`config.mk`:
```
export PLATFORM = sky130hd
export DESIGN_NAME = pkt_out_arb
export DESIGN_NICKNAME = d
export VERILOG_FILES = /design/src/rtl/pkt_out_arb.sv
export SDC_FILE = /design/constraint.sdc
export NUM_CORES = 1
export LEC_CHECK = 0
export CAP_MARGIN = 20
export CELL_PAD_IN_SITES_DETAIL_PLACEMENT = 1
export CELL_PAD_IN_SITES_GLOBAL_PLACEMENT = 1
export CORE_ASPECT_RATIO = 1.5
export CORE_MARGIN = 5
export CORE_UTILIZATION = 36
export CTS_CLUSTER_DIAMETER = 100
export DETAILED_ROUTE_END_ITERATION = 6
export PLACE_DENSITY = 0.91
export SLEW_MARGIN = 20
export SYNTH_ARGS = -nofsm -noshare
export SYNTH_HDL_FRONTEND = slang
export SYNTH_SLANG_ARGS = --single-unit
```
`constraint.sdc`:
```
create_clock -name clk -period 6.8 [get_ports clk]
set_input_delay 1.36 -clock clk [delete_from_list [all_inputs] [get_ports clk]]
set_output_delay 1.36 -clock clk [all_outputs]
set_load 0.02 [all_outputs]
```
`src/rtl/pkt_out_arb.sv`:
```
// pkt_out_arb: two-source packet arbiter feeding one byte-wide output port.
//
// Source 0 (header path) and source 1 (packet-data path) request the output
// with req0/req1. A grant lasts for one whole packet. It ends on the byte that
// carries ctl == 8'hFF, or it is force-released by a watchdog after MAX_BYTES
// bytes. When both sources request together, the source that was not served
// last wins. The granted stream reaches out_* through one register stage.
//
// Ports:
//   clk, reset                   single clock, synchronous active-high reset
//   req0/req1                    output-port requests
//   in_valid*/in_ctl*/in_data*   byte streams from each source
//   gnt0/gnt1                    registered grants (at most one high)
//   out_valid/out_ctl/out_data   merged stream, 1-cycle latency, zero when idle
//   pkt_cnt0/pkt_cnt1            completed-packet counters (wrap silently)
//   timeout_err                  sticky watchdog flag, cleared only by reset
module pkt_out_arb #(
  parameter int unsigned MAX_BYTES = 60,
  parameter int unsigned CNT_W     = 16
) (
  input  logic             clk,
  input  logic             reset,
  input  logic             req0,
  input  logic             req1,
  input  logic             in_valid0,
  input  logic             in_valid1,
  input  logic [7:0]       in_ctl0,
  input  logic [7:0]       in_ctl1,
  input  logic [7:0]       in_data0,
  input  logic [7:0]       in_data1,
  output logic             gnt0,
  output logic             gnt1,
  output logic             out_valid,
  output logic [7:0]       out_ctl,
  output logic [7:0]       out_data,
  output logic [CNT_W-1:0] pkt_cnt0,
  output logic [CNT_W-1:0] pkt_cnt1,
  output logic             timeout_err
);

  localparam int unsigned BcW = $clog2(MAX_BYTES + 1);
  // Counter value just before the byte that reaches the watchdog limit.
  localparam logic [BcW-1:0] LastIdx = BcW'(MAX_BYTES - 1);
  localparam logic [7:0] LastCtl = 8'hFF;

  typedef enum logic [1:0] {StIdle, StGrant0, StGrant1} state_e;

  state_e           state_q, state_d;
  logic [BcW-1:0]   byte_cnt_q, byte_cnt_d;
  // High when source 1 wins a simultaneous request (source 0 was served last).
  logic             prio1_q, prio1_d;
  logic             gnt0_q, gnt0_d;
  logic             gnt1_q, gnt1_d;
  logic             out_valid_q, out_valid_d;
  logic [7:0]       out_ctl_q, out_ctl_d;
  logic [7:0]       out_data_q, out_data_d;
  logic [CNT_W-1:0] pkt_cnt0_q, pkt_cnt0_d;
  logic [CNT_W-1:0] pkt_cnt1_q, pkt_cnt1_d;
  logic             timeout_q, timeout_d;

  // Byte stream of the currently granted source; the other source is never looked at.
  logic       sel_valid;
  logic [7:0] sel_ctl;
  logic [7:0] sel_data;

  always_comb begin
    sel_valid = 1'b0;
    sel_ctl   = 8'h00;
    sel_data  = 8'h00;
    if (state_q == StGrant0) begin
      sel_valid = in_valid0;
      sel_ctl   = in_ctl0;
      sel_data  = in_data0;
    end else if (state_q == StGrant1) begin
      sel_valid = in_valid1;
      sel_ctl   = in_ctl1;
      sel_data  = in_data1;
    end
  end

  always_comb begin
    state_d     = state_q;
    byte_cnt_d  = byte_cnt_q;
    prio1_d     = prio1_q;
    pkt_cnt0_d  = pkt_cnt0_q;
    pkt_cnt1_d  = pkt_cnt1_q;
    timeout_d   = timeout_q;
    out_valid_d = 1'b0;
    out_ctl_d   = 8'h00;
    out_data_d  = 8'h00;

    unique case (state_q)
      StIdle: begin
        byte_cnt_d = '0;
        if (req0 && req1) begin
          state_d = prio1_q ? StGrant1 : StGrant0;
        end else if (req0) begin
          state_d = StGrant0;
        end else if (req1) begin
          state_d = StGrant1;
        end
      end

      StGrant0, StGrant1: begin
        // req is deliberately ignored here: only the marker or the watchdog ends a grant.
        if (sel_valid) begin
          out_valid_d = 1'b1;
          out_ctl_d   = sel_ctl;
          out_data_d  = sel_data;
          byte_cnt_d  = byte_cnt_q + BcW'(1);
          // The end marker takes precedence over the watchdog on the same byte.
          if (sel_ctl == LastCtl) begin
            state_d = StIdle;
            prio1_d = (state_q == StGrant0);
            if (state_q == StGrant0) begin
              pkt_cnt0_d = pkt_cnt0_q + CNT_W'(1);
            end else begin
              pkt_cnt1_d = pkt_cnt1_q + CNT_W'(1);
            end
          end else if (byte_cnt_q == LastIdx) begin
            state_d   = StIdle;
            prio1_d   = (state_q == StGrant0);
            timeout_d = 1'b1;
          end
        end
      end

      default: begin
        state_d = StIdle;
      end
    endcase

    // Grants come from the next state, so they are high exactly while in GRANTN.
    gnt0_d = (state_d == StGrant0);
    gnt1_d = (state_d == StGrant1);
  end

  always_ff @(posedge clk) begin
    if (reset) begin
      state_q     <= StIdle;
      byte_cnt_q  <= '0;
      prio1_q     <= 1'b0;
      gnt0_q      <= 1'b0;
      gnt1_q      <= 1'b0;
      out_valid_q <= 1'b0;
      out_ctl_q   <= 8'h00;
      out_data_q  <= 8'h00;
      pkt_cnt0_q  <= '0;
      pkt_cnt1_q  <= '0;
      timeout_q   <= 1'b0;
    end else begin
      state_q     <= state_d;
      byte_cnt_q  <= byte_cnt_d;
      prio1_q     <= prio1_d;
      gnt0_q      <= gnt0_d;
      gnt1_q      <= gnt1_d;
      out_valid_q <= out_valid_d;
      out_ctl_q   <= out_ctl_d;
      out_data_q  <= out_data_d;
      pkt_cnt0_q  <= pkt_cnt0_d;
      pkt_cnt1_q  <= pkt_cnt1_d;
      timeout_q   <= timeout_d;
    end
  end

  assign gnt0        = gnt0_q;
  assign gnt1        = gnt1_q;
  assign out_valid   = out_valid_q;
  assign out_ctl     = out_ctl_q;
  assign out_data    = out_data_q;
  assign pkt_cnt0    = pkt_cnt0_q;
  assign pkt_cnt1    = pkt_cnt1_q;
  assign timeout_err = timeout_q;

endmodule

```
==> results.toml <==
[drt]
post_drt_wl_per_cell_um = 17.2
drtIter0Drc = 86
ant_nets = 0
wl_mm = 9.65
drc = 0
vias = 3023
dr.pass1.iters = 4
vias_per_cell = 5.38

[global_routing]
grt_pass1_wl_mm = 16.0
grt_overflow_total = 0
grt_max_degree = 43
track_usage_pct = 19.8
grt_pass1_vias = 3246
antenna_found_initial = 0

[sta]
period_share_pct = 49.9
fin_skew_ns = 0.00372
fmax_ghz = 0.294
tightest_slew_ns = 0.769
slew_viol_final = 0
rsz0062_at_grt = "false"
slew_headroom_pct = 48.7
period_minus_slack_ns = 3.40
finalSetupViolCount = 0
hold_viol_final = 0
fin_tns_setup_ns = 0
timing.final.ws_setup_ns = 3.40

[cells_and_area]
fillers = 924
area_growth_pct = 45.4
layout-drive-gt1-share_pct = 5.03
num_antenna_cells = 0
multi_input_area_um2 = 1580
nets = 499
seqCellArea_um2 = 1220

[power]
p_sw_share_pct = 30.6
pwr-share-seq_pct = 31.9
combPwrFrac_pct = 26.1
vdd_drop_max_mv = 0.132
switching_power_mw = 0.370
p_clk_share_pct = 42.0
leakage_nw = 1.48
p_int_mw = 0.838
pwr_density_cell_nw_per_um2 = 286

[floorplan]
die_y_um = 120
io_pins = 90
fp.dieArea_um2 = 10000
initial_core_util_pct = 36.5
fp.dieW_um = 83.4
row_count = 40
core_area_um2 = 7960

[setup_path]
startpoint_type = "input port"
cp.required_ns = 7.06
slowest_delay_ns = 0.48
end_kind = "flip-flop"
crit_family = "simple AND/OR/NAND/NOR gates"
crit_type = "in2reg"
cp.arrival_ns = 3.65
cp_max_fo = 25
worstPathCellList = "clkdlybuf4s50_1, nand4b_1, a222oi_1, buf_4, nand4_2, or4_1, a21oi_1"
critPathSlowestCell = "clkdlybuf4s50_1"
cp_num_buf_inv = 2

[clocking]
clk_latency_ns = 0.33
htree_levels = 3
cts-buffers-inserted = 9
path_clk_slew_ns = 0.05
cts_setup_buffers = 0
clock-sinks = 61
cts-root-buf = "clkbuf_16"
ctsResizeCount = 0
cts_tree = "done"
cts_max_path_buffers = 2
ctsHoldBuffers = 0

[synthesis]
ys_warn_count = 0
synth.avg_cell_area_um2 = 7.94
synth_edf_count = 0
seq_area_frac_synth_pct = 42.0
synth_common_cells = "dfxtp_1, nor2_1, a21oi_1, nand2_1"
syn_inst = 366
synth_most_common_cell = "dfxtp_1"
netlist_area_um2 = 2910
synth.top_cells.by_area = "dfxtp_1, nor2_1, a21oi_1"
ys_ff_latch = 61
yosysTopAreaCellShare_pct = 42.0
synth_area_leader_cell = "dfxtp_1"
synth_nets = 412
ys.flop_type = "dfxtp_1"
async_flop_share_pct = 0
yosysUniqueCellTypes = 39

[placement]
hpwl_mm = 6.94
portBuffers = 89
place_ws_ns = 2.63
finalWeightedCongestion = 0.769

[flow_run]
drv_cap = 0

[hold_path]
hp-class = "reg2reg"

[status]
status = "complete, no violations"
[cell families after synthesis]
kind of cell / share of synthesized area, %
and+or+nand+nor: 30.8
AOI/OAI and AO/OA: 14.3
DFF: 42.0
buffers and inverters: 3.70
xor gates and xnor gates: 5.72
adders and majority gates: 3.44
[routing by layer]
metal | vias to the layer above | share of wire [%] | global-route usage (%)
met5 | - | 0 | 0
met4 | 0 | 2.0 | 6.85
met3 | 17 | 4.2 | 5.84
met2 | 84 | 54 | 36.7
met1 | 1458 | 40 | 21.0
li1 | 1464 | - | -
[sequential cells by signal, summed over array words and instances (netlist names)]
register,cells
byte_cnt_q,6
gnt0,1
gnt1,1
out_ctl,8
out_data,8
out_valid,1
pkt_cnt0,16
pkt_cnt1,16
prio1_q,1
state_q,2
timeout_err,1
[layout by cell type, fill, tap and decap left out, drive strengths merged, types with 4 or more instances in the layout]
| cell type | instances |
|---|---|
| inv | 10 |
| and2 | 4 |
| nand4 | 22 |
| a21oi | 37 |
| nand2 | 35 |
| o21ai | 18 |
| dfxtp | 61 |
| nand4b | 5 |
| clkbuf | 12 |
| ha | 8 |
| nand3 | 21 |
| xor2 | 16 |
| clkdlybuf4s50 | 89 |
| and3 | 5 |
| nand3b | 6 |
| or3 | 12 |
| nor3 | 5 |
| buf | 4 |
| nor2 | 53 |
[power by group through the flow]
stage | sequential, mW | clock [mW] | combinational, mW
final | 0.386 | 0.507 | 0.316
after global routing | 0.387 | 0.535 | 0.349
after CTS | 0.386 | 0.518 | 0.318
after detailed placement | 0.393 | 0 | 0.313
after global placement | 0.392 | 0 | 0.300
after floorplan | 0.401 | 0 | 0.206
[stage by stage]
stage	instance area (um2)	util [%]	instances	hold WS [ns]	total power, mW
4_1_cts	4220	53.1	562	0.503	1.22
5_1_grt	4230	53.1	562	0.528	1.27
3_5_place_dp	3890	48.9	547	0.493	0.706
6_report	4230	53.1	562	0.501	1.21
3_3_place_gp	3890	48.9	547	0.455	0.692
2_1_floorplan	2910	-	366	0.458	0.607
[worst min-delay path, stage by stage, from the launching register on]
cell     delay [ns]
dfxtp_1        0.34
a31oi_1        0.05
nor2_1         0.07
[final cells by class]
type | count | share of cell area, %
multi-input cells | 278 | 37.5
flip-flops and latches | 61 | 28.9
repair buffers | 93 | 21.8
clock buffers | 12 | 6.30
well taps | 105 | 3.11
clock inverters | 3 | 1.60
inverters | 10 | 0.888
[final timing paths]
check | from | end | slack (ns) | depth (start not counted)
worst min-delay path | timeout_err | timeout_err | 0.50 | 2
worst min register to register | timeout_err | timeout_err | 0.50 | 2
worst max-delay path | in_ctl1[0] | pkt_cnt1[15] | 3.40 | 7
worst max register to register | state_q[1] | pkt_cnt1[15] | 3.71 | 9
Power figures use the tool's default switching activity.
